[config.mk]
export PLATFORM = sky130hd
export DESIGN_NAME = ram_copy_engine_flat
export DESIGN_NICKNAME = d
export VERILOG_FILES = /design/src/rtl/ram_copy_engine_if.sv /design/src/rtl/ram_copy_engine.sv /design/src/flat_wrapper.sv
export SDC_FILE = /design/constraint.sdc
export NUM_CORES = 1
export LEC_CHECK = 0
export ABC_CLOCK_PERIOD_IN_PS = 3600
export BUFFER_PORTS_ARGS = -buffer_cell sky130_fd_sc_hd__buf_2
export CAP_MARGIN = 25
export CORE_MARGIN = 5
export CORE_UTILIZATION = 26
export CTS_CLUSTER_SIZE = 20
export DETAILED_ROUTE_END_ITERATION = 12
export SLEW_MARGIN = 30
export SYNTH_ARGS = -nofsm -noshare
export SYNTH_HDL_FRONTEND = slang
export SYNTH_SLANG_ARGS = --single-unit
[constraint.sdc]
create_clock -name clk -period 3.6 [get_ports clk]
set_input_delay 1.08 -clock clk [delete_from_list [all_inputs] [get_ports clk]]
set_output_delay 1.08 -clock clk [all_outputs]
set_load 0.005 [all_outputs]
[src/rtl/ram_copy_engine_if.sv]
// Command and RAM-port bundle for ram_copy_engine.
// The slave modport is the engine's view; master is the controller plus RAM side.
interface ram_copy_engine_if #(
   parameter int N = 6,
   parameter int M = 32
) ();
   logic         start;
   logic         mode;
   logic [N-1:0] src_addr;
   logic [N-1:0] dst_addr;
   logic [N:0]   length;
   logic [M-1:0] fill_value;
   logic         busy;
   logic         done;
   logic [M-1:0] checksum;
   logic         mem_we;
   logic [N-1:0] mem_addr;
   logic [M-1:0] mem_wdata;
   logic [M-1:0] mem_rdata;

   modport master (
      output start, mode, src_addr, dst_addr, length, fill_value, mem_rdata,
      input  busy, done, checksum, mem_we, mem_addr, mem_wdata
   );

   modport slave (
      input  start, mode, src_addr, dst_addr, length, fill_value, mem_rdata,
      output busy, done, checksum, mem_we, mem_addr, mem_wdata
   );
endinterface

[src/rtl/ram_copy_engine.sv]
// Block copy / block fill sequencer driving a single-port RAM with a combinational
// read port; accumulates a modulo-2**M checksum of every word written.
module ram_copy_engine #(
   parameter int N = 6,
   parameter int M = 32
) (
   input logic               clk,
   input logic               rst,
   ram_copy_engine_if.slave  bus
);

   typedef enum logic [1:0] {IDLE, READ, WRITE, DONE} state_e;

   state_e       state_q, state_d;
   logic         mode_q, mode_d;
   logic [N-1:0] src_q, src_d;
   logic [N-1:0] dst_q, dst_d;
   logic [N:0]   len_q, len_d;
   logic [N:0]   count_q, count_d;
   logic [M-1:0] fill_q, fill_d;
   logic [M-1:0] data_q, data_d;
   logic [M-1:0] sum_q, sum_d;

   logic [N:0]   count_inc;
   logic         we;
   logic [N-1:0] addr;
   logic [M-1:0] wdata;

   assign count_inc = count_q + {{N{1'b0}}, 1'b1};

   always_ff @(posedge clk) begin
      if (rst) begin
         state_q <= IDLE;
         mode_q  <= 1'b0;
         src_q   <= '0;
         dst_q   <= '0;
         len_q   <= '0;
         count_q <= '0;
         fill_q  <= '0;
         data_q  <= '0;
         sum_q   <= '0;
      end else begin
         state_q <= state_d;
         mode_q  <= mode_d;
         src_q   <= src_d;
         dst_q   <= dst_d;
         len_q   <= len_d;
         count_q <= count_d;
         fill_q  <= fill_d;
         data_q  <= data_d;
         sum_q   <= sum_d;
      end
   end

   always_comb begin
      state_d = state_q;
      mode_d  = mode_q;
      src_d   = src_q;
      dst_d   = dst_q;
      len_d   = len_q;
      count_d = count_q;
      fill_d  = fill_q;
      data_d  = data_q;
      sum_d   = sum_q;
      we      = 1'b0;
      addr    = '0;
      wdata   = '0;

      unique case (state_q)
         IDLE: begin
            if (bus.start) begin
               mode_d  = bus.mode;
               src_d   = bus.src_addr;
               dst_d   = bus.dst_addr;
               len_d   = bus.length;
               fill_d  = bus.fill_value;
               count_d = '0;
               sum_d   = '0;
               if (bus.length == '0)
                  state_d = DONE;
               else if (bus.mode)
                  state_d = WRITE;
               else
                  state_d = READ;
            end
         end
         READ: begin
            addr    = src_q + count_q[N-1:0];
            data_d  = bus.mem_rdata;
            state_d = WRITE;
         end
         WRITE: begin
            we      = 1'b1;
            addr    = dst_q + count_q[N-1:0];
            wdata   = mode_q ? fill_q : data_q;
            sum_d   = sum_q + wdata;
            count_d = count_inc;
            // count_inc is N+1 bits so a full 2**N-word command terminates correctly
            if (count_inc == len_q)
               state_d = DONE;
            else if (mode_q)
               state_d = WRITE;
            else
               state_d = READ;
         end
         DONE: begin
            state_d = IDLE;
         end
         default: begin
            state_d = IDLE;
         end
      endcase
   end

   assign bus.busy      = (state_q == READ) || (state_q == WRITE);
   assign bus.done      = (state_q == DONE);
   assign bus.checksum  = sum_q;
   assign bus.mem_we    = we;
   assign bus.mem_addr  = addr;
   assign bus.mem_wdata = wdata;

endmodule

[src/flat_wrapper.sv]
// flat-port wrapper written by rule: the top's interface ports become plain ports
module ram_copy_engine_flat 
#(
   parameter int N = 6,
   parameter int M = 32
)
  (clk, rst, bus_start, bus_mode, bus_src_addr, bus_dst_addr, bus_length, bus_fill_value, bus_mem_rdata, bus_busy, bus_done, bus_checksum, bus_mem_we, bus_mem_addr, bus_mem_wdata);
  ram_copy_engine_if #(.N(N), .M(M)) bus_i ();
  input logic clk;
  input logic rst;
  input wire logic [$bits(bus_i.start)-1:0] bus_start;
  input wire logic [$bits(bus_i.mode)-1:0] bus_mode;
  input wire logic [$bits(bus_i.src_addr)-1:0] bus_src_addr;
  input wire logic [$bits(bus_i.dst_addr)-1:0] bus_dst_addr;
  input wire logic [$bits(bus_i.length)-1:0] bus_length;
  input wire logic [$bits(bus_i.fill_value)-1:0] bus_fill_value;
  input wire logic [$bits(bus_i.mem_rdata)-1:0] bus_mem_rdata;
  output wire logic [$bits(bus_i.busy)-1:0] bus_busy;
  output wire logic [$bits(bus_i.done)-1:0] bus_done;
  output wire logic [$bits(bus_i.checksum)-1:0] bus_checksum;
  output wire logic [$bits(bus_i.mem_we)-1:0] bus_mem_we;
  output wire logic [$bits(bus_i.mem_addr)-1:0] bus_mem_addr;
  output wire logic [$bits(bus_i.mem_wdata)-1:0] bus_mem_wdata;
  assign bus_i.start = bus_start;
  assign bus_i.mode = bus_mode;
  assign bus_i.src_addr = bus_src_addr;
  assign bus_i.dst_addr = bus_dst_addr;
  assign bus_i.length = bus_length;
  assign bus_i.fill_value = bus_fill_value;
  assign bus_i.mem_rdata = bus_mem_rdata;
  assign bus_busy = bus_i.busy;
  assign bus_done = bus_i.done;
  assign bus_checksum = bus_i.checksum;
  assign bus_mem_we = bus_i.mem_we;
  assign bus_mem_addr = bus_i.mem_addr;
  assign bus_mem_wdata = bus_i.mem_wdata;
  ram_copy_engine #(.N(N), .M(M)) u_core (.clk(clk), .rst(rst), .bus(bus_i));
endmodule
### Yosys cells after proc, flatten, opt, wreduce, memory -nomap -nowiden

Cells that the tools add are included.

* add/sub/neg operators: 4
* $mul: 0
* div/mod/pow operators: 0
* magnitude comparators: 0
* equality and inequality tests: 5
* shifts and indexed selects: 0
* muxes and demuxes: 14
* bitwise operators: 0
* reduce and logical (&&, ||, !) cells: 6

Operators with widths (count)
* $mux W32: 3
* $pmux W32 S2: 1
* $add A32 B32 Y32: 1
* $pmux W7 S2: 1
* $add A6 B6 Y6: 2
* $pmux W6 S2: 1
* $mux W2: 5
* $pmux W2 S4: 1
* $add A7 B1 Y7 const B: 1
* $eq A7 B7 Y1: 1
* $logic_not A7 Y1: 1
* $mux W7: 1
* $eq A2 B2 Y1 const B: 2
* $reduce_and A2 Y1: 2
* $eq A2 B1 Y1 const B: 1
* $logic_not A2 Y1: 1
* $ne A2 B2 Y1 const B: 1
* $reduce_bool A2 Y1: 1
* $logic_or A1 B1 Y1: 1
* $mux W1: 1

* bits in registers: 125
* latch bits: 0
* memory bits (writable): 0
* bits in read-only memories: 0
* bits of input ports: 87
* output and inout bits: 73
* logic and storage cells: 38
* memories: 0

### Depth between registers and ports, before layout

* depth in word-level cells: 4
* mapped depth: 13
* mapped depth without buffers: 12

### Worst setup path after synthesis

OpenSTA, ideal clock, no wires.

* kind: reg-to-output
* from: reg u_core.state_q[0]
* to: out bus_mem_addr[5]
* arrival time: 2631 ps
* required time: 2520 ps
* slack: -111 ps
* cell stages (with the launch flop): 13
* buffers on the path: 2
* cell sequence: dfxtp_1 -> inv_1 -> ha_1 -> clkbuf_1 -> buf_1 -> mux2_2 -> ha_1 -> a21o_1 -> a21oi_1 -> o21bai_1 -> a21oi_1 -> xnor2_1 -> and2_1

* longest elaborated chain between the ends: 2
* elaborated cells between the ends (all ways): 3
* those cells by class: 2 x eq/ne; 1 x mux

RTL lines
* start: declaration: line ram_copy_engine.sv:14 `state_e state_q, state_d;`
* start signal: assignment: line ram_copy_engine.sv:43 `state_q <= state_d;`
* $eq A2 B2 Y1 / $eq A2 B1 Y1 (equally long branches): line ram_copy_engine.sv:69 `unique case (state_q)`
* $pmux W6 S2 *: line ram_copy_engine.sv:69
* end: declaration: line flat_wrapper.sv:22 `output wire logic [$bits(bus_i.mem_addr)-1:0] bus_mem_addr;`

Mark *: on every way between the ends. The rest lies on a longest branch, timed or not.

### Final worst setup path

* from: reg u_core.state_q[0]
* to: out bus_mem_addr[4]

Same word-level chain as after synthesis.

==> run_results.csv <==
group,metric,value,unit
final_layout,layout_common_cells,"buf_2, nand2_1, dfxtp_1",
synth,synth_cell_type_count,52,
worst_setup_path,crit_family,"adder cells",
clocking,cts_tree,"built",
die,initial_core_util,26.4,%
clocking,cts.reportedPaths.clkPinSlew,0.06,ns
final_layout,area.growth.synth_to_final,26.2,%
worst_setup_path,worst-path-stages,11,
worst_setup_path,worst-path-buf-inv,2,
synth,synth.area.top_cells,"dfxtp_1, nand2_1, ha_1, a21oi_1, mux2_2",
worst_setup_path,reg2reg_slack,0.28,ns
worst_setup_path,crit_path_start,"u_core.state_q[0]$_SDFFE_PP0P_",
timing,rsz0062_at_grt,"yes",
clocking,cts.root.buffer_cell,"clkbuf_16",
timing,max-slew-margin-rel,54.5,%
timing,setup_slack,-0.00858,ns
place,port_buffers,159,
synth,ys_seq_elements,125,
worst_setup_path,worstPathMaxFanout,5,
place,dp_cells,1325,
synth,syn_inst,859,
final_layout,nets,1141,
grt,grt_max_degree,54,
timing,fin_crit_sh,100,%
final_layout,num-fill-cells,2869,
worst_setup_path,required,2.52,ns
grt,grt_pass1_wl,35.0,mm
synth,yosys_warnings,0,
clocking,numCtsBuffers,17,
timing,drv_slew,0,
outcome,violations,"setup timing",
worst_setup_path,path_class,"flip-flop to output pin",
place,gp_congestion,0.877,
die,die_area,0.0308,mm^2
synth,synth_edf_count,0,
grt,grt_pass1_vias,6330,
worst_setup_path,critPathMaxStageDelay,0.37,ns
flow_run,max-cap-violations,0,
worst_setup_path,arrival,2.53,ns
timing,worstMarginPinSlew,0.679,ns
synth,synth_fp_nets,989,
detailed_routing,viasPerCell,4.82,
detailed_routing,drc_errors,0,
synth,yosysSeqAreaShare,35.2,%
worst_setup_path,endpoint_kind,"output pin",
worst_setup_path,worstSetupStartpointType,"flip-flop",
detailed_routing,drt_wl_total,22.8,mm
worst_setup_path,path_cells,"inv_2 > ha_4 > mux2_4 > ha_4 > fa_2 > a21oi_2 > nor2_1 > nor2_1 > xnor2_1 > and2_1 > buf_2",
final_layout,layout.cells.non_filler,1363,
clocking,cts.sinks,125,
final_layout,diodes,0,
worst_setup_path,r2r_cells,13,
die,fp.dieW,175,um
clocking,clkLatencyLatePin,0.42,ns
hold_path,hp-class,"flip-flop to flip-flop",
power,power_leakage,4.07,nW
timing,fin_crit,3.61,ns
final_layout,final_common_cell,"buf_2",
synth,synth_flop_cell,"dfxtp_1",
grt,track_usage,14.4,%
timing,final-setup-viol-count,1,
hold_path,worstHoldStart,"u_core.fill_q[17]$_SDFFE_PP0P_",
die,pin_count,160,
clocking,clock_tree.buffer_depth,2,
final_layout,drive_gt1_share,26.5,%
clocking,cts_max_level,4,
place,dp_hpwl,16.5,mm
worst_setup_path,reg2reg_to,"u_core.bus.checksum[28]$_SDFFE_PP0P_",
worst_setup_path,slowest_stage,"fa_2",
die,die_h,175,um
die,core-area,0.0270,mm^2
detailed_routing,vias,6568,
detailed_routing,wl_per_cell,16.7,um
grt,grt-ovfl-total,0,
timing,hold_viol,0,
detailed_routing,antenna_left,0,
synth,syn-cell-area,0.00712,mm^2
synth,async_reset_ff_share,0,%
power,power.density,491,mW/mm^2
grt,antenna_found_initial,1,
worst_setup_path,setup.worst_path.end,"bus_mem_addr[4]",
detailed_routing,drt_iter0_drc,354,
timing,max_freq,277,MHz
timing,finalClockSkew,0.0133,ns
die,rows,60,
worst_setup_path,r2r-start,"u_core.mode_q$_SDFFE_PP0P_",
synth,synth_top_cell_area_share,35.2,%
clocking,cts_hold_buf,0,
outcome,status,"finished with violations",
final_layout,final_util,33.3,%
synth,yosysTopAreaCell,"dfxtp_1",
timing,tns,-0.00858,ns
detailed_routing,drt_pre_antenna_iters,5,
synth,syn_area_per_cell,8.28,um^2
power,ir_drop,0.276,mV
## how the worst min path moves through the flow
stage | end | depth (start not counted)
5_1_grt | u_core.fill_q[3]$_SDFFE_PP0P_ | 2
2_1_floorplan | u_core.dst_q[0]$_SDFFE_PP0P_ | 2
4_1_cts | u_core.fill_q[19]$_SDFFE_PP0P_ | 2
3_3_place_gp | u_core.fill_q[15]$_SDFFE_PP0P_ | 2
6_report | u_core.fill_q[17]$_SDFFE_PP0P_ | 2
3_5_place_dp | u_core.fill_q[3]$_SDFFE_PP0P_ | 2
## synth_stat cells, types with 4 or more instances
master    number
nand2b_1       7
nor3_1         6
a211oi_1       5
a21o_1        17
nor2_1        76
clkbuf_1      45
o21ai_0       17
dfxtp_1      125
a21oi_1       92
nand3_1       13
mux2_2        35
nand2_1      144
xor2_1        10
a22o_1        14
nor2b_1        6
a22oi_1       14
xnor2_1       29
nand4_1        6
and3_1         5
mux2i_1       35
nor4_1         4
and2_1        36
a31oi_1        5
o21ai_1        4
o21bai_1       6
inv_1         20
ha_1          41
or3_1          4
## where the power goes
group | internal [W] | switching [W]
Clock | 0.00100 | 0.000658
Sequential | 0.00152 | 0.0000803
Combinational | 0.000455 | 0.000691
Total | 0.00298 | 0.00143
## state kept, by name (all words and copies together), names as in the netlist
name	cells
u_core.mode_q	1
u_core.bus.checksum	32
u_core.fill_q	32
u_core.data_q	32
u_core.dst_q	6
u_core.src_q	6
u_core.len_q	7
u_core.count_q	7
u_core.state_q	2
## layout make-up
class	instances	area (um^2)	share of cell area, %
Multi-Input combinational cell	665	4440	49.4
Sequential cell	125	2510	27.9
Tap cell	341	427	4.75
Inverter	20	75.1	0.836
Clock buffer	18	429	4.78
Timing Repair Buffer	182	978	10.9
Clock inverter	12	125	1.39
## cell families after synthesis
logic type	Yosys count	synth area share, %
fa+ha+maj	43	7.77
simple gates	312	19.6
flops	125	35.2
mux	70	10.5
xor+xnor	39	4.80
buf+inv	69	3.66
compound gates	201	18.6
## repair_timing
| action | in CTS | in global routing |
|---|---|---|
| pin swaps | 7 | 7 |
| gates resized for setup | 13 | 2 |
| endpoints found under the hold margin | 0 | 0 |
| endpoints found under the setup margin | 4 | 3 |
| buffers inserted | 6 | 2 |
## routing by layer
metal,track usage [%],share of wire (%)
met3,3.98,5.5
met2,24.2,47
met4,3.74,1.1
met1,18.3,46
met5,0,0.057
## per-stage QoR
stage               hold WS (ns)  total power (W)  cell area (um^2)  worst slack (ns)
floorplan                  0.433          0.00233              7120            0.0886
global placement           0.440          0.00272              8280             0.184
detailed placement         0.447          0.00274              8290             0.128
CTS                        0.454          0.00447              8950           -0.0696
global route               0.474          0.00466              8980            -0.157
finish                     0.452          0.00440              8980          -0.00858
## worst reg2reg max path, cell delays in order (launching register included)
cell and delay, ns:
dfxtp_2 0.34, buf_4 0.19, mux2_2 0.37, ha_1 0.21, inv_1 0.07, fa_1 0.18, nand2b_1 0.17, a21oi_1 0.13
o211ai_2 0.23, nand4_1 0.15, a211oi_2 0.34, a21oi_1 0.17, or4_1 0.41, a32o_1 0.26
(Power assumes the default switching activity.)
